===== config.mk =====
export PLATFORM = sky130hd
export DESIGN_NAME = alu_op_driver_flat
export DESIGN_NICKNAME = d
export VERILOG_FILES = /design/src/rtl/alu_pkg.sv /design/src/rtl/alu_op_driver_if.sv /design/src/rtl/alu_req_fifo.sv /design/src/rtl/alu_op_driver.sv /design/src/flat_wrapper.sv
export SDC_FILE = /design/constraint.sdc
export NUM_CORES = 1
export LEC_CHECK = 0
export CAP_MARGIN = 10
export CORE_MARGIN = 5
export CORE_UTILIZATION = 56
export CTS_CLUSTER_DIAMETER = 40
export DETAILED_ROUTE_END_ITERATION = 10
export PLACE_DENSITY = 0.82
export SETUP_SLACK_MARGIN = 0.3
export SYNTH_ARGS = -nofsm -noshare
export SYNTH_HDL_FRONTEND = slang
export SYNTH_SLANG_ARGS = --single-unit

===== constraint.sdc =====
create_clock -name clk -period 6.8 [get_ports clk]
set_input_delay 2.04 -clock clk [delete_from_list [all_inputs] [get_ports clk]]
set_output_delay 2.04 -clock clk [all_outputs]
set_load 0.03 [all_outputs]

===== src/rtl/alu_pkg.sv =====
// Shared ALU definitions: opcode encoding, legality check and the op-driver FSM states.
// Every block talking to the 32-bit ALU imports this so opcodes stay consistent.
package alu_pkg;

  localparam logic [2:0] ALU_AND = 3'b000;
  localparam logic [2:0] ALU_OR  = 3'b001;
  localparam logic [2:0] ALU_ADD = 3'b010;
  localparam logic [2:0] ALU_SUB = 3'b110;
  localparam logic [2:0] ALU_XOR = 3'b111;

  typedef enum logic [1:0] {
    ST_IDLE  = 2'd0,
    ST_DRIVE = 2'd1,
    ST_RESP  = 2'd2
  } alu_state_e;

  function automatic logic alu_op_legal(input logic [2:0] op);
    return (op == ALU_AND) || (op == ALU_OR) || (op == ALU_ADD) ||
           (op == ALU_SUB) || (op == ALU_XOR);
  endfunction

endpackage


===== src/rtl/alu_op_driver_if.sv =====
// Bundle of request, ALU-drive and response signals around alu_op_driver.
// slave = the driver block; master = requester plus the combinational ALU it drives.
interface alu_op_driver_if #(
    parameter int WIDTH = 32,
    parameter int DEPTH = 4
);

  // Handshakes (req_* and rsp_*): a transfer happens on a rising edge where valid and
  // ready are both 1; once valid is raised the payload is held until that transfer.
  logic                     req_valid;
  logic                     req_ready;
  logic [WIDTH-1:0]         req_a;
  logic [WIDTH-1:0]         req_b;
  logic [2:0]               req_op;

  logic [WIDTH-1:0]         alu_a;
  logic [WIDTH-1:0]         alu_b;
  logic [2:0]               alu_op;
  logic [WIDTH-1:0]         alu_result;
  logic                     alu_zero;

  logic                     rsp_valid;
  logic                     rsp_ready;
  logic [WIDTH-1:0]         rsp_result;
  logic                     rsp_zero;
  logic                     rsp_err;

  logic [$clog2(DEPTH):0]   count;

  modport slave (
    input  req_valid, req_a, req_b, req_op, alu_result, alu_zero, rsp_ready,
    output req_ready, alu_a, alu_b, alu_op, rsp_valid, rsp_result, rsp_zero, rsp_err, count
  );

  modport master (
    output req_valid, req_a, req_b, req_op, alu_result, alu_zero, rsp_ready,
    input  req_ready, alu_a, alu_b, alu_op, rsp_valid, rsp_result, rsp_zero, rsp_err, count
  );

endinterface


===== src/rtl/alu_req_fifo.sv =====
// Synchronous request FIFO; head shows the oldest entry whenever empty is low.
// Pushes into a full FIFO and pops from an empty one are ignored.
module alu_req_fifo #(
    parameter int DEPTH = 4,
    parameter int DW    = 67
) (
    input  logic                   clk,
    input  logic                   reset_n,
    input  logic                   push,
    input  logic                   pop,
    input  logic [DW-1:0]          din,
    output logic [DW-1:0]          head,
    output logic                   full,
    output logic                   empty,
    output logic [$clog2(DEPTH):0] count
);

  localparam int AW = $clog2(DEPTH);

  logic [DW-1:0] mem [DEPTH];
  logic [AW-1:0] wr_ptr;
  logic [AW-1:0] rd_ptr;
  logic          do_push;
  logic          do_pop;

  assign full    = (count == (AW+1)'(DEPTH));
  assign empty   = (count == '0);
  assign do_push = push && !full;
  assign do_pop  = pop && !empty;
  assign head    = mem[rd_ptr];

  // DEPTH is a power of two, so pointer overflow is the wrap.
  always_ff @(posedge clk) begin
    if (!reset_n) begin
      wr_ptr <= '0;
      rd_ptr <= '0;
      count  <= '0;
    end else begin
      if (do_push) wr_ptr <= wr_ptr + AW'(1);
      if (do_pop)  rd_ptr <= rd_ptr + AW'(1);
      if (do_push && !do_pop)      count <= count + (AW+1)'(1);
      else if (do_pop && !do_push) count <= count - (AW+1)'(1);
    end
  end

  always_ff @(posedge clk) begin
    if (do_push) mem[wr_ptr] <= din;
  end

endmodule


===== src/rtl/alu_op_driver.sv =====
// Queues ALU requests, drives the shared combinational ALU one request at a time and
// returns each captured result in request order over the response handshake.
module alu_op_driver
  import alu_pkg::*;
#(
    parameter int DEPTH = 4,
    parameter int WIDTH = 32
) (
    input  logic           clk,
    input  logic           reset_n,
    alu_op_driver_if.slave bus,
    output alu_state_e     fsm_state
);

  localparam int DW = 2 * WIDTH + 3;

  alu_state_e       state_q;
  logic             err_q;
  logic             fifo_full;
  logic             fifo_empty;
  logic             load;
  logic [DW-1:0]    head;
  logic [WIDTH-1:0] head_a;
  logic [WIDTH-1:0] head_b;
  logic [2:0]       head_op;

  alu_req_fifo #(
    .DEPTH (DEPTH),
    .DW    (DW)
  ) u_fifo (
    .clk     (clk),
    .reset_n (reset_n),
    .push    (bus.req_valid),
    .pop     (load),
    .din     ({bus.req_a, bus.req_b, bus.req_op}),
    .head    (head),
    .full    (fifo_full),
    .empty   (fifo_empty),
    .count   (bus.count)
  );

  assign head_a        = head[DW-1 -: WIDTH];
  assign head_b        = head[WIDTH+2 -: WIDTH];
  assign head_op       = head[2:0];
  assign bus.req_ready = !fifo_full;
  assign fsm_state     = state_q;

  // The head is taken either from IDLE or on the edge that retires the current response.
  assign load = !fifo_empty && ((state_q == ST_IDLE) || ((state_q == ST_RESP) && bus.rsp_ready));

  always_ff @(posedge clk) begin
    if (!reset_n) begin
      state_q        <= ST_IDLE;
      err_q          <= 1'b0;
      bus.alu_a      <= '0;
      bus.alu_b      <= '0;
      bus.alu_op     <= ALU_AND;
      bus.rsp_valid  <= 1'b0;
      bus.rsp_result <= '0;
      bus.rsp_zero   <= 1'b0;
      bus.rsp_err    <= 1'b0;
    end else begin
      case (state_q)
        ST_IDLE: begin
          if (load) state_q <= ST_DRIVE;
        end
        ST_DRIVE: begin
          bus.rsp_valid  <= 1'b1;
          bus.rsp_result <= err_q ? '0 : bus.alu_result;
          bus.rsp_zero   <= err_q ? 1'b1 : bus.alu_zero;
          bus.rsp_err    <= err_q;
          state_q        <= ST_RESP;
        end
        ST_RESP: begin
          if (bus.rsp_ready) begin
            bus.rsp_valid <= 1'b0;
            state_q       <= load ? ST_DRIVE : ST_IDLE;
          end
        end
        default: state_q <= ST_IDLE;
      endcase

      // Illegal opcodes still present their operands, but the ALU sees a harmless AND.
      if (load) begin
        bus.alu_a  <= head_a;
        bus.alu_b  <= head_b;
        bus.alu_op <= alu_op_legal(head_op) ? head_op : ALU_AND;
        err_q      <= !alu_op_legal(head_op);
      end
    end
  end

endmodule


===== src/flat_wrapper.sv =====
// flat-port wrapper written by rule: the top's interface ports become plain ports
module alu_op_driver_flat import alu_pkg::*;
#(
    parameter int DEPTH = 4,
    parameter int WIDTH = 32
)
  (clk, reset_n, fsm_state, bus_req_valid, bus_req_a, bus_req_b, bus_req_op, bus_alu_result, bus_alu_zero, bus_rsp_ready, bus_req_ready, bus_alu_a, bus_alu_b, bus_alu_op, bus_rsp_valid, bus_rsp_result, bus_rsp_zero, bus_rsp_err, bus_count);
  alu_op_driver_if #(.WIDTH(WIDTH), .DEPTH(DEPTH)) bus_i ();
  input  logic clk;
  input  logic reset_n;
  output alu_state_e fsm_state;
  input wire logic [$bits(bus_i.req_valid)-1:0] bus_req_valid;
  input wire logic [$bits(bus_i.req_a)-1:0] bus_req_a;
  input wire logic [$bits(bus_i.req_b)-1:0] bus_req_b;
  input wire logic [$bits(bus_i.req_op)-1:0] bus_req_op;
  input wire logic [$bits(bus_i.alu_result)-1:0] bus_alu_result;
  input wire logic [$bits(bus_i.alu_zero)-1:0] bus_alu_zero;
  input wire logic [$bits(bus_i.rsp_ready)-1:0] bus_rsp_ready;
  output wire logic [$bits(bus_i.req_ready)-1:0] bus_req_ready;
  output wire logic [$bits(bus_i.alu_a)-1:0] bus_alu_a;
  output wire logic [$bits(bus_i.alu_b)-1:0] bus_alu_b;
  output wire logic [$bits(bus_i.alu_op)-1:0] bus_alu_op;
  output wire logic [$bits(bus_i.rsp_valid)-1:0] bus_rsp_valid;
  output wire logic [$bits(bus_i.rsp_result)-1:0] bus_rsp_result;
  output wire logic [$bits(bus_i.rsp_zero)-1:0] bus_rsp_zero;
  output wire logic [$bits(bus_i.rsp_err)-1:0] bus_rsp_err;
  output wire logic [$bits(bus_i.count)-1:0] bus_count;
  assign bus_i.req_valid = bus_req_valid;
  assign bus_i.req_a = bus_req_a;
  assign bus_i.req_b = bus_req_b;
  assign bus_i.req_op = bus_req_op;
  assign bus_i.alu_result = bus_alu_result;
  assign bus_i.alu_zero = bus_alu_zero;
  assign bus_i.rsp_ready = bus_rsp_ready;
  assign bus_req_ready = bus_i.req_ready;
  assign bus_alu_a = bus_i.alu_a;
  assign bus_alu_b = bus_i.alu_b;
  assign bus_alu_op = bus_i.alu_op;
  assign bus_rsp_valid = bus_i.rsp_valid;
  assign bus_rsp_result = bus_i.rsp_result;
  assign bus_rsp_zero = bus_i.rsp_zero;
  assign bus_rsp_err = bus_i.rsp_err;
  assign bus_count = bus_i.count;
  alu_op_driver #(.DEPTH(DEPTH), .WIDTH(WIDTH)) u_core (.clk(clk), .reset_n(reset_n), .bus(bus_i), .fsm_state(fsm_state));
endmodule

[Yosys cells after proc, flatten, opt, wreduce, memory -nomap -nowiden]
Memories as Yosys holds them, arrays and structs flattened. A register that Yosys moved wholly into a read port is not among the register bits.
Index checks and enable logic that the tools add are counted.
Operators by class
  $add $sub $neg: 4
  eq/ne operators: 9
  muxes and demuxes: 15
  reduce and logical (&&, ||, !) cells: 23
Operator list (number)
  2-to-1 mux 32 bit: 1
  == test 3 bit, second input constant: 3
  2-to-1 mux 3 bit: 3
  2-to-1 mux 2 bit: 4
  logical AND 1 bit: 6
  zero test 3 bit: 2
  one-hot mux 2 bit (3 select lines): 1
  zero test 1 bit: 5
  logical OR 1 bit: 5
  2-to-1 mux 1 bit: 5
  adder 2 x 1 -> 2 bit, second input constant: 2
  AND reduction 2 bit: 2
  nonzero test 2 bit: 2
  adder 3 x 1 -> 3 bit, second input constant: 1
  == test 3 x 1 -> 1 bit, second input constant: 1
  == test 3 x 2 -> 1 bit, second input constant: 1
  subtractor 3 x 1 -> 3 bit, second input constant: 1
  == test 2 x 1 -> 1 bit, second input constant: 1
  == test 2 bit, second input constant: 1
  zero test 2 bit: 1
  != test 2 x 1 -> 1 bit, second input constant: 1
  != test 2 bit, second input constant: 1
  one-hot mux 1 bit (2 select lines): 1
Word-level totals
  bits in registers: 112
  memory bits (writable): 268
  output and inout bits: 108
  word-level logic and storage cells: 64
  memories kept: 1
Memory list
  u_core.u_fifo.mem: words 4, width 67, read ports 1, clocked after Yosys merged registers in 1, write ports 1, RTL line alu_req_fifo.sv:20  | logic [DW-1:0] mem [DEPTH];

[Longest topological paths before layout]
Gate-level depths: netlist (run 1).
  depth in word-level cells: 8
  mapped depth: 10
  depth with buffers taken out: 9

[Modules after synthesis]
From an unflattened synthesis (run 1), not the netlist that was laid out.
Second synthesis, totals
  cells, all modules: 879
  area, all modules: 14462.6 um^2
By module, submodules not included
  alu_req_fifo: instances 1, cells an instance 398, area each 10173.5 um^2, sequential area each 8227.9 um^2
  alu_op_driver: instances 1, cells an instance 481, area each 4289.1 um^2, sequential area each 2102.0 um^2

[Worst setup path before layout (run 1)]
No wires, ideal clock.
  kind: input to register
  from: in bus_req_valid
  to: mem u_core.u_fifo.mem[0][0], enable pin
  arrival time: 4.058 ns
  slack: 2.310 ns
  stages on the path: 2
  buffers on the path: 0
  cells stage by stage: a21boi_1 and2_1
Between the ends
  cells in the longest elaborated chain, start to end: 3
RTL lines
  start, declared: RTL line flat_wrapper.sv:12  | input wire logic [$bits(bus_i.req_valid)-1:0] bus_req_valid;
  logical AND 1 bit: RTL line alu_req_fifo.sv:28  | assign do_push = push && !full;
  2-to-1 mux 1 bit: RTL line alu_req_fifo.sv:47  | if (do_push) mem[wr_ptr] <= din;
  2-to-1 mux 1 bit (not written as such): RTL line alu_req_fifo.sv:47
  end, declared: RTL line alu_req_fifo.sv:20
Every way passes these cells.

[Worst setup path in the final report (run 1)]
  from: in bus_req_valid
  to: reg u_core.u_fifo.count[2]
Between the ends
  cells in the longest elaborated chain, start to end: 4
RTL lines
  logical AND 1 bit (*): RTL line alu_req_fifo.sv:28
  via u_core.u_fifo.do_push: RTL line alu_req_fifo.sv:23  | logic do_push;
  zero test 1 bit: RTL line alu_req_fifo.sv:42  | else if (do_pop && !do_push) count <= count - (AW+1)'(1);
  logical AND 1 bit: RTL line alu_req_fifo.sv:42
  nonzero test 2 bit (no line)
  end signal, assigned: RTL line alu_req_fifo.sv:41  | if (do_push && !do_pop) count <= count + (AW+1)'(1);
  end signal, assigned: RTL line alu_req_fifo.sv:42
  end, declared: RTL line alu_req_fifo.sv:15  | output logic [$clog2(DEPTH):0] count
Mark *: on every way through the listed nets, which the timed path passes. The rest lies on a longest branch.
A chain may end at the register's enable or synchronous reset.

==> flow_summary_export.csv, run 1 <==
group,metric,value,unit
sta,tightest_slew,1170,ps
power,leakage,5.75,nW
power,seqPwrFrac,42.6,%
placement,gp_congestion,0.822,
placement,dp_cells,1345,
layout,final_layout_size_suffix_gt1_share,13.7,%
route,wl_per_cell,20.0,um
layout,nFillCells,1514,
route,drc,0,
sta,setup_slack,2900,ps
route,via_count,7899,
clocking,ctsResizeCount,0,
global_routing,grt_use_total,20.4,%
layout,layout.cells.non_filler,1424,
flow_run,cap_violations,0,
placement,dpl.hpwl,16600,um
synth,yosysWarnings,0,
sta,finalHoldViolCount,0,
synth,synth_top_family_by_area,"multiplexers",
synth,synth_cell_types,29,
sta,rsz0062_at_grt,"no",
clocking,clock_path_buffers,3,
clocking,cts-root-buf,"clkbuf_16",
layout,syn2layout_area_growth,26.9,%
worst_hold_path,hold_depth,2,
clocking,clk_latency,520,ps
setup_path,crit_family,"compound AO/OA/AOI/OAI gates",
setup_path,crit_slowest_cell,"a21boi_1",
global_routing,grt_pass1_wl,45600,um
sta,slew_headroom,21.8,%
route,drt-pass1-iter-count,5,
setup_path,path_cells,"clkdlybuf4s50_1 > a21boi_1 > ha_1 > inv_1 > fa_1 > xor2_1 > or3_1 > a21oi_1",
setup_path,crit_required,7220,ps
route,drtIter0Drc,642,
floorplan,pin_count,212,
setup_path,critical_path.max_stage_delay,510,ps
clocking,cts.sinks,382,
floorplan,start_util,56.8,%
synth,syn-instance-count,857,
layout,fin_nets,1175,
clocking,ctsHoldBuffers,0,
power,combPwrFrac,28.0,%
synth,ys_seq_area_share,74.8,%
worst_hold_path,min_path_type,"reg -> reg",
sta,drv_slew,0,
setup_path,crit_fanout,7,
floorplan,fp.dieH,167,um
synth,synth-seq-cells,382,
route,totalWireLength,28500,um
sta,final.min_clock_period,3900,ps
global_routing,grt_max_degree,113,
synth,syn_avg_cell_area,16.1,um2
power,power_switching,0.00233,W
setup_path,rrSetupSlack,4310,ps
setup_path,critPathKind,"in -> reg",
clocking,htreeDepth,2,
synth,yosys.area_share.xor_xnor,0.317,%
clocking,numCtsBuffers,42,
synth,synthAdderAreaFrac,0.598,%
placement,place_ws,2380,ps
placement,port_buffers,211,
clocking,cts_tree,"built",
setup_path,rr_endpoint,"u_core.bus.alu_b[29]",
setup_path,path_buf_inv,2,
floorplan,die-width,167,um
power,vdd_drop_max,0.000328,V
sta,fin_skew,20.9,ps
worst_hold_path,worstHoldStart,"u_core.bus.rsp_result[5]",
power,power_density,421,mW/mm2
route,antenna_left,0,
synth,muxShareOfSynthArea,11.1,%
setup_path,crit_path_end_kind,"flop",
synth,syn_nets,967,
sta,hold_slack,451,ps
synth,synthSimpleGateAreaFrac,7.40,%
setup_path,arrival,4330,ps
worst_hold_path,hold-path-endpoint,"u_core.bus.rsp_result[5]",
clocking,path_clk_slew,50,ps
setup_path,start_kind,"input port",
power,power.internal,0.00505,W
setup_path,worst-r2r-cell-count,4,
synth,synth_compound_area_share,3.97,%
floorplan,num_rows,57,
floorplan,core,0.0243,mm2
layout,multi_input_comb_area,0.00325,mm2
sta,tns,0,ps
layout,seq_area,0.0103,mm2
power,p_clk_share,29.4,%
outcome,status,"completed",
power,p_sw_share,31.6,%
clocking,post_cts_buffers,0,
global_routing,grt_pass1_vias,8331,
route,viasPerCell,5.55,
sta,period_share,57.4,%
sta,setup_violations,0,
synth,synth_area,0.0138,mm2
global_routing,grt_antenna_before_repair,2,
sta,clock.fmax,0.256,GHz
global_routing,overflow,0,
floorplan,dieArea,0.0279,mm2
==> worst max-delay path by stage <==
stage / depth (start not counted) / start / endpoint / slack [ps]
finish: 8 / bus_req_valid / u_core.u_fifo.count[2] / 2900
global route: 8 / bus_req_valid / u_core.u_fifo.count[2] / 2710
CTS: 8 / bus_req_valid / u_core.u_fifo.count[2] / 2900
detailed placement: 8 / bus_req_valid / u_core.u_fifo.count[2] / 2380
global placement: 8 / bus_req_valid / u_core.u_fifo.count[2] / 2410
floorplan: 2 / bus_req_valid / u_core.u_fifo.mem[0][0] / 2310
==> sequential cells by signal, summed over array words and instances, names as in the netlist, named ones only <==
signal and cells:
u_core.u_fifo.mem 268, u_core.bus.alu_a 32, u_core.bus.alu_b 32, u_core.bus.rsp_result 32
u_core.bus.alu_op 3, u_core.u_fifo.count 3, u_core.fsm_state 2, u_core.u_fifo.rd_ptr 2
u_core.u_fifo.wr_ptr 2, u_core.bus.rsp_err 1, u_core.bus.rsp_valid 1, u_core.bus.rsp_zero 1
u_core.err_q 1
==> through the flow <==
| stage | instance area [um2] | utilization (%) | total power [W] |
|---|---|---|---|
| global placement | 16200 | 66.5 | 0.00522 |
| CTS | 17500 | 72.1 | 0.00745 |
| global route | 17500 | 72.1 | 0.00774 |
| detailed placement | 16200 | 66.5 | 0.00527 |
| finish | 17500 | 72.1 | 0.00738 |
| floorplan | 13800 | - | 0.00449 |
==> placed cells by master (no fill, tap or decap), types with 6 or more instances in the layout <==
master,instances
clkinv_2,6
nand2_1,166
edfxtp_1,268
dfxtp_1,112
nor2_1,10
mux4_2,67
a21oi_1,104
clkdlybuf4s50_1,211
nand3b_1,34
clkbuf_16,43
==> power groups by stage <==
stage                     sequential (W)  clock (W)  combinational (W)
after floorplan                  0.00346          0            0.00103
after global placement           0.00317          0            0.00205
after detailed placement         0.00319          0            0.00208
after CTS                        0.00315    0.00220            0.00210
after global routing             0.00319    0.00233            0.00222
final                            0.00314    0.00217            0.00207
==> per-layer routing <==
layer	wire length [um]	track usage, %	up-vias
li1	-	-	3624
met1	11400	26.2	3924
met2	14600	35.5	298
met3	1840	4.27	53
met4	705	6.01	0
met5	0	0	-
==> synth_stat cells <==
library cell  instances  area [um2]
a21boi_1              1        7.51
a21oi_1             104         521
and2_1                4        25.0
buf_1                 7        26.3
buf_2                 2        10.0
buf_4                 7        52.6
clkbuf_1             35         131
clkbuf_2              1        5.00
dfxtp_1             114        2280
edfxtp_1            268        8050
fa_1                  1        20.0
ha_1                  5        62.6
inv_1                 5        18.8
inv_2                 1        3.75
mux2i_1               3        30.0
mux4_2               67        1510
nand2_1             166         623
nand2b_1              1        6.26
nand3_1               2        10.0
nand3b_1             34         255
nor2_1               10        37.5
nor2b_1               3        18.8
nor3_1                3        15.0
nor3_2                1        10.0
o21ai_0               4        20.0
or3_1                 2        12.5
or3b_2                1        8.76
xnor2_1               3        26.3
xor2_1                2        17.5
==> cells by family (layout without fill, tap and decap cells) <==
logic type,Yosys count,after routing
other cells,0,2
simple gates,227,227
compound gates,109,109
xor+xnor,5,5
buf+inv,58,299
fa+ha+maj,6,6
flops,382,382
mux,70,70
==> final cells by class <==
cell class | instances | area share [%]
multi-input combinational | 417 | 18.6
timing repair buffer | 216 | 12.3
clock buffer | 51 | 6.48
tap | 324 | 2.31
inverter | 6 | 0.143
clock inverter | 26 | 1.23
sequential | 382 | 59.0
antenna | 2 | 0.0286
==> worst min-delay path, cell delays in order, from the launching register on <==
cell and delay (ps):
dfxtp_1 310, nand2_1 50, a21oi_1 50
Note: power is estimated with default switching activity, not from simulation.
==> inputs of run 2 (changes only) <==
--- a/config.mk
+++ b/config.mk
@@ -7,10 +7,10 @@
 export LEC_CHECK = 0
 export CAP_MARGIN = 10
 export CORE_MARGIN = 5
-export CORE_UTILIZATION = 56
+export CORE_UTILIZATION = 53
 export CTS_CLUSTER_DIAMETER = 40
 export DETAILED_ROUTE_END_ITERATION = 10
-export PLACE_DENSITY = 0.82
+export PLACE_DENSITY = 0.79
 export SETUP_SLACK_MARGIN = 0.3
 export SYNTH_ARGS = -nofsm -noshare
 export SYNTH_HDL_FRONTEND = slang
==> constraint.sdc (replaced) <==
create_clock -name clk -period 3.65 [get_ports clk]
set_input_delay 1.095 -clock clk [delete_from_list [all_inputs] [get_ports clk]]
set_output_delay 1.095 -clock clk [all_outputs]
set_load 0.03 [all_outputs]
==> flow_summary_export.csv, run 2 (synthesis gave the netlist of run 1 again) <==
group,metric,value,unit
power,vdd_drop_max,0.000705,V
sta,tns,0,ps
setup_path,start_kind,"flop",
sta,setup_violations,0,
route,drt-pass1-iter-count,5,
clocking,cts_tree,"built",
power,p_clk_share,32.0,%
worst_hold_path,min_path_type,"reg -> reg",
floorplan,die-width,171,um
clocking,ctsHoldBuffers,0,
global_routing,grt_max_degree,71,
clocking,clk_latency,540,ps
global_routing,grt_pass1_wl,45300,um
sta,tightest_slew,970,ps
setup_path,crit_fanout,5,
sta,period_share,79.1,%
floorplan,num_rows,59,
layout,largest_reg_flops,268,
clocking,htreeDepth,2,
clocking,numCtsBuffers,47,
setup_path,critPathKind,"reg -> out",
global_routing,grt_antenna_before_repair,2,
layout,syn2layout_area_growth,30.6,%
global_routing,grt_pass1_vias,8266,
power,power_density,802,mW/mm2
global_routing,overflow,0,
placement,gp_congestion,0.785,
flow_run,cap_violations,0,
clocking,cts-root-buf,"clkbuf_16",
placement,dp_cells,1369,
route,wl_per_cell,20.1,um
sta,fin_skew,23.2,ps
layout,fin_area,0.0180,mm2
route,totalWireLength,29400,um
sta,rsz0062_at_grt,"no",
layout,top_register,"u_core.u_fifo.mem",
layout,finish.utilization,69.8,%
setup_path,crit_required,2550,ps
floorplan,fp.dieH,171,um
placement,port_buffers,211,
power,combPwrFrac,27.6,%
sta,drv_slew,0,
sta,clock.fmax,0.346,GHz
sta,final.min_clock_period,2890,ps
power,seqPwrFrac,40.4,%
clocking,path_clk_slew,60,ps
floorplan,core,0.0258,mm2
placement,dpl.hpwl,17200,um
setup_path,timing.rr.start,"u_core.u_fifo.count[0]",
layout,layout.cells.non_filler,1457,
power,power_switching,0.00448,W
setup_path,rr_endpoint,"u_core.u_fifo.count[2]",
clocking,clock_path_buffers,3,
route,viasPerCell,5.42,
global_routing,grt_use_total,19.9,%
sta,finalHoldViolCount,0,
power,power.internal,0.00999,W
outcome,status,"completed",
setup_path,worst-r2r-cell-count,9,
clocking,post_cts_buffers,0,
layout,final_common_cell,"edfxtp_1",
power,leakage,5.98,nW
setup_path,rrSetupSlack,1470,ps
sta,slew_headroom,35.2,%
route,via_count,7903,
clocking,cts.sinks,382,
layout,fin_nets,1194,
route,drc,0,
placement,dpl_cell_area,0.0164,mm2
setup_path,crit_path_end_kind,"primary output",
route,drtIter0Drc,541,
power,total_power,0.0145,W
floorplan,dieArea,0.0294,mm2
power,p_sw_share,30.9,%
worst_hold_path,worstHoldStart,"u_core.bus.rsp_result[7]",
worst_hold_path,hold-path-endpoint,"u_core.bus.rsp_result[7]",
route,antenna_left,0,
setup_path,arrival,1790,ps
floorplan,start_util,53.5,%
floorplan,pin_count,212,
layout,layout_common_cells,"268 x edfxtp_1, 211 x clkdlybuf4s50_1, 166 x nand2_1",
layout,final_layout_size_suffix_gt1_share,15.4,%
clocking,ctsResizeCount,0,
worst_hold_path,hold_depth,2,
layout,nFillCells,1702,
## run 2: cell count changes in the layout (fill, tap and decap cells not counted), moves of 2 or more
cell and delta:
buf_4 +3, inv_6 +2, clkbuf_1 +2, clkinv_1 -2, clkbuf_16 +6, bufinv_16 +3
buf_12 +10
## run 2: cell type report
type / count / area, um2 / area share (%)
antenna: 1 / 2.50 / 0.0139
clock buffer: 59 / 1290 / 7.17
clock inverter: 27 / 305 / 1.69
inverter: 6 / 25.0 / 0.139
multi-input combinational: 417 / 3250 / 18.0
sequential: 382 / 10300 / 57.3
tap: 335 / 419 / 2.32
timing repair buffer: 230 / 2400 / 13.3
## run 2: power by group through the flow
stage          combinational (W)  clock (W)  sequential, W
2_1_floorplan            0.00192          0        0.00644
3_3_place_gp             0.00393          0        0.00591
3_5_place_dp             0.00400          0        0.00594
4_1_cts                  0.00403    0.00471        0.00586
5_1_grt                  0.00431    0.00492        0.00593
6_report                 0.00399    0.00463        0.00585
## run 2: through the flow
step	setup slack [ps]	hold WS [ps]
detailed placement	438	444
finish	762	449
floorplan	661	459
global route	674	477
CTS	726	454
global placement	526	438
## run 2: routing by layer
layer  global-route usage [%]  part of all wire, %  wire [um]
met5                        0                 0.11         31
met1                     24.6                   39      11500
met2                     34.9                   51      14900
met3                     5.36                  7.9       2330
met4                     5.41                  2.0        595
## run 2: worst max-delay path: stages, from the launching register on
cell and delay [ps]:
dfxtp_1 440, nor2_1 90, nand2_1 70, clkdlybuf4s50_1 680
## run 2: how the worst max path moves through the flow
stage	start	endpoint
2_1_floorplan	bus_rsp_ready	u_core.u_fifo.count[2]
3_3_place_gp	bus_rsp_ready	u_core.u_fifo.count[2]
3_5_place_dp	bus_rsp_ready	u_core.u_fifo.count[2]
4_1_cts	u_core.u_fifo.count[0]	bus_req_ready
5_1_grt	u_core.u_fifo.count[0]	bus_req_ready
6_report	u_core.u_fifo.count[0]	bus_req_ready
==> inputs of run 3 (changes only) <==
==> constraint.sdc (replaced) <==
create_clock -name clk -period 3 [get_ports clk]
set_input_delay 0.9 -clock clk [delete_from_list [all_inputs] [get_ports clk]]
set_output_delay 0.9 -clock clk [all_outputs]
set_load 0.03 [all_outputs]
==> flow_summary_export.csv, run 3 (synthesis gave the netlist of run 1 again) <==
group,metric,value,unit
outcome,status,"completed",
layout,top_register,"u_core.u_fifo.mem",
setup_path,crit_fanout,6,
setup_path,arrival,1690,ps
setup_path,setup.worst_path.start,"u_core.fsm_state[0]",
floorplan,start_util,53.5,%
placement,gp_congestion,0.807,
global_routing,grt_use_total,20.2,%
sta,drv_slew,0,
layout,fin_nets,1196,
floorplan,die-width,171,um
setup_path,crit_path_end_kind,"primary output",
placement,port_buffers,211,
floorplan,pin_count,212,
flow_run,cap_violations,0,
clocking,cts.sinks,382,
setup_path,rrSetupSlack,860,ps
sta,fin_skew,19.3,ps
sta,slew_headroom,37.9,%
layout,final_common_cell,"edfxtp_1",
setup_path,crit_family,"buffers and inverters",
route,antenna_left,0,
placement,place_ws,22.6,ps
clocking,clock_path_buffers,3,
global_routing,grt_max_degree,71,
layout,largest_reg_flops,268,
setup_path,crit_path_end,"fsm_state[0]",
global_routing,grt_antenna_before_repair,1,
clocking,clk_latency,530,ps
sta,setup_slack,405,ps
route,totalWireLength,29800,um
setup_path,start_kind,"flop",
sta,final.min_clock_period,2590,ps
sta,clock.fmax,0.385,GHz
floorplan,dieArea,0.0294,mm2
setup_path,cp.depth,1,
setup_path,critical_path.max_stage_delay,740,ps
clocking,htreeDepth,2,
clocking,ctsResizeCount,1,
clocking,post_cts_buffers,0,
route,drc,0,
layout,fin_area,0.0180,mm2
floorplan,fp.dieH,171,um
global_routing,grt_pass1_vias,8308,
route,drt-pass1-iter-count,7,
power,leakage,5.96,nW
setup_path,critPathKind,"reg -> out",
sta,tns,0,ps
setup_path,rr_endpoint,"u_core.u_fifo.count[2]",
sta,rsz0062_at_grt,"no",
power,power_density,959,mW/mm2
setup_path,path_buf_inv,1,
clocking,numCtsBuffers,44,
sta,period_share,86.5,%
floorplan,core,0.0258,mm2
floorplan,num_rows,59,
power,vdd_drop_max,0.000616,V
route,via_count,7974,
global_routing,overflow,0,
route,wl_per_cell,20.4,um
setup_path,crit_slowest_cell,"clkdlybuf4s50_1",
clocking,cts_tree,"built",
clocking,ctsHoldBuffers,0,
layout,final_layout_size_suffix_gt1_share,14.9,%
layout,diodes,0,
setup_path,path_cells,"clkdlybuf4s50_1",
route,viasPerCell,5.47,
sta,finalHoldViolCount,0,
setup_path,crit_required,2100,ps
worst_hold_path,min_path_type,"reg -> reg",
clocking,path_clk_slew,50,ps
placement,dpl_cell_area,0.0165,mm2
placement,dpl.hpwl,18200,um
sta,setup_violations,0,
setup_path,worst-r2r-cell-count,9,
setup_path,timing.rr.start,"u_core.u_fifo.count[0]",
clocking,cts-root-buf,"clkbuf_16",
route,drtIter0Drc,454,
layout,layout_common_cells,"268 x edfxtp_1, 210 x clkdlybuf4s50_1, 166 x nand2_1",
sta,tightest_slew,930,ps
global_routing,grt_pass1_wl,46000,um
layout,syn2layout_area_growth,30.2,%
==> run 3: worst min-delay path by stage <==
stage,startpoint,endpoint,slack [ps],depth (start not counted)
3_5_place_dp,u_core.bus.rsp_result[10],u_core.bus.rsp_result[10],450,2
2_1_floorplan,u_core.u_fifo.rd_ptr[1],flop,460,2
3_3_place_gp,u_core.bus.rsp_result[21],u_core.bus.rsp_result[21],440,2
4_1_cts,u_core.bus.alu_b[6],u_core.bus.alu_b[6],450,2
6_report,u_core.bus.rsp_result[21],u_core.bus.rsp_result[21],450,2
5_1_grt,u_core.bus.alu_a[23],u_core.bus.alu_a[23],470,2
==> run 3: layout make-up <==
cell class	instances	area (um2)
sequential	382	10300
fill	1695	7850
multi-input combinational	417	3250
timing repair buffer	235	2500
clock buffer	62	1270
tap	335	419
clock inverter	20	178
inverter	6	25.0
==> run 3: metal layers <==
layer	routed length (um)	up-vias	GRT usage, %
met5	13	-	0
met4	473	2	4.82
met3	2240	38	4.41
met2	15400	276	35.4
met1	11600	3984	25.9
li1	-	3674	-
==> run 3: report_power, final <==
group	internal, W	switching [W]	leakage, nW	total (W)
combinational	0.00219	0.00283	1.86	0.00502
sequential	0.00653	0.000532	3.39	0.00706
clock	0.00315	0.00201	0.709	0.00516
==> run 3: per-stage QoR <==
step / hold WS, ps / instances / util (%) / power, W
global route: 470 / 1457 / 69.6 / 0.0181
floorplan: 459 / 857 / - / 0.0102
detailed placement: 446 / 1374 / 63.9 / 0.0122
global placement: 437 / 1374 / 63.9 / 0.0121
CTS: 453 / 1456 / 69.5 / 0.0174
finish: 451 / 1457 / 69.6 / 0.0172
==> patch (config.mk and constraints of run 3) <==
`WIDTH` is set to 32 in 3 places; all go to 64.
--- a/src/rtl/alu_op_driver_if.sv
+++ b/src/rtl/alu_op_driver_if.sv
@@ -1,7 +1,7 @@
 // Bundle of request, ALU-drive and response signals around alu_op_driver.
 // slave = the driver block; master = requester plus the combinational ALU it drives.
 interface alu_op_driver_if #(
-    parameter int WIDTH = 32,
+    parameter int WIDTH = 64,
     parameter int DEPTH = 4
 );
 
--- a/src/rtl/alu_op_driver.sv
+++ b/src/rtl/alu_op_driver.sv
@@ -4,7 +4,7 @@
   import alu_pkg::*;
 #(
     parameter int DEPTH = 4,
-    parameter int WIDTH = 32
+    parameter int WIDTH = 64
 ) (
     input  logic           clk,
     input  logic           reset_n,
--- a/src/flat_wrapper.sv
+++ b/src/flat_wrapper.sv
@@ -2,7 +2,7 @@
 module alu_op_driver_flat import alu_pkg::*;
 #(
     parameter int DEPTH = 4,
-    parameter int WIDTH = 32
+    parameter int WIDTH = 64
 )
   (clk, reset_n, fsm_state, bus_req_valid, bus_req_a, bus_req_b, bus_req_op, bus_alu_result, bus_alu_zero, bus_rsp_ready, bus_req_ready, bus_alu_a, bus_alu_b, bus_alu_op, bus_rsp_valid, bus_rsp_result, bus_rsp_zero, bus_rsp_err, bus_count);
   alu_op_driver_if #(.WIDTH(WIDTH), .DEPTH(DEPTH)) bus_i ();
Interface: changed (6 resized); port bits go from 212 to 404. No check against the original RTL was run, so the function may have changed too.
==> patch against run 3 <==
Clock skew grew 13 ps. Wire length rose by 110%. Cell area increased by 93%. Total power up 100%. Sequential cell count is 352 higher. Synthesized area grew 91%. Global-route usage rose by 2.8 points. Setup slack worse by 69 ps. Count of clock-buffer cells in the layout up 44. Non-clock buffer count up 214. Die area is 85% higher. Largest cell class unchanged.
==> patch: results (changes against run 3) <==
* Status: complete, no violations
* Slew HR at 52.2% (+14 points)
* Synth top area cells: edfxtp_1, dfxtp_1, mux4_2, nand2_1, a21oi_1
* Max FFs per register at 524 (+96%)
* Vias in the first global route at 16400 (+98%)
* Setup-violating endpoint count in the final report at 0 (unchanged)
* Post-synth EDFFs at 524 (+96%)
* Clock Latency Late Sink at 630 ps (+100 ps)
* Sequential area share after synthesis at 75.5% (+0.75 points)
* DR iter-0 viols at 1150 (+150%)
* HPWL Detailed at 37500 um (+110%)
* Unique masters post-synth at 28 (-3.4%)
* Nets at 2258 (+89%)
* Final period utilization at 88.8% (+2.3 points)
* Avg Vias per Cell at 5.53 (+0.96%)
* CP max FO at 2 (-4)
* H-tree depth at 3 (+1)
* First-pass GRT wire length at 95900 um (+110%)
* Layout cells sized above 1 at 16.4% (+1.5 points)
* Post-synthesis async set-or-reset flop share at 0% (unchanged)
* Gr usage total at 23.0% (+2.8 points)
* Total of fill cells in the finished design at 3031 (+79%)
* Cells after DPL at 2621 (+91%)
* Largest net degree at the start of global routing at 83 (+17%)
* Post-synthesis net count at 1815 (+88%)
* Top cells by count, synth: edfxtp_1, nand2_1, dfxtp_1
* Leakage at 11.6 nW (+94%)
* Reg2Reg Setup Slack at 780 ps (-80 ps)
* DR WL/cell at 22.3 um (+9.4%)
* Placement Setup Slack at 6.32 ps (-16.2 ps)
* Hold Path Class: flip-flop to flip-flop
* Clock buffer count from CTS at 92 (+110%)
* Syn Inst Count at 1609 (+88%)
* Hold WS at 449 ps (-2.05 ps)
* Drt total wl at 62700 um (+110%)
* Detailed Routing Iterations Pass 1 at 6 (-1)
* Worst EP arrival at 1760 ps (+70 ps)
* Placer Congestion at 0.814 (+0.93%)
* Port Buffers at 403 (+91%)
* VDD IR max at 918 uV (+49%)
* Clk_skew at 32.2 ps (+12.9 ps)
* Dpl cell area at 31500 um2 (+91%)
==> patch: changes by cell type after synthesis, sizes merged <==
cell,change
a21oi,+96
buf,+20
clkbuf,+28
dfxtp,+96
edfxtp,+256
mux4,+64
nand2,+160
nand3b,+32
==> patch: path summary, 6_finish.rpt <==
check                                                from                        end  cells past startpoint
worst max-delay path                 u_core.bus.alu_a[52]              bus_alu_a[52]                      1
worst max register to register     u_core.u_fifo.count[0]     u_core.u_fifo.count[2]                      9
worst min register to register  u_core.bus.rsp_result[15]  u_core.bus.rsp_result[15]                      2
worst min-delay path            u_core.bus.rsp_result[15]  u_core.bus.rsp_result[15]                      2
==> patch: worst reg2reg max path: stages, from the launching register on <==
cell and delay [ps]:
dfxtp_1 380, nor3_1 350, nor3_4 100, inv_4 60
ha_1 180, inv_1 60, fa_1 390, xor2_1 190
or3_1 300, a21oi_1 140
==> patch: what timing repair did <==
item,in CTS,in global routing
endpoints found under the setup margin,6,2
endpoints found under the hold margin,0,0
gates resized for setup,6,2
hold buffers,0,0
==> patch: kinds of logic after synthesis <==
family | after synthesis | synth area share (%)
mux | 134 | 11.3
flops | 734 | 75.5
buf+inv | 106 | 1.74
xor+xnor | 5 | 0.166
simple gates | 419 | 7.06
compound gates | 205 | 3.90
fa+ha+maj | 6 | 0.313
==> patch: area by class of cell <==
| type | count | area share (%) |
|---|---|---|
| clock inverters | 67 | 2.44 |
| well taps | 664 | 2.39 |
| repair buffers | 449 | 13.4 |
| flip-flops and latches | 734 | 57.3 |
| inverters | 6 | 0.0863 |
| multi-input cells | 769 | 17.3 |
| clock buffers | 106 | 6.98 |
| diodes | 11 | 0.0791 |
==> patch: power by group <==
group | total, W | leakage [nW] | internal, W | switching, W
Sequential | 0.0134 | 6.52 | 0.0125 | 0.000887
Combinational | 0.00962 | 3.46 | 0.00399 | 0.00562
Clock | 0.0115 | 1.59 | 0.00696 | 0.00451
==> patch: per-layer routing <==
layer	up-vias	global-route usage [%]	part of all wire (%)
met5	-	0	0.11
met4	10	7.85	2.5
met3	125	6.69	8.7
met2	579	39.0	51
met1	7803	28.7	38
li1	6988	-	-
==> patch: through the flow <==
| step | power (W) | util, % |
|---|---|---|
| floorplan | 0.0194 | - |
| global placement | 0.0230 | 64.0 |
| detailed placement | 0.0232 | 64.0 |
| CTS | 0.0348 | 70.7 |
| global route | 0.0361 | 70.7 |
| finish | 0.0345 | 70.8 |
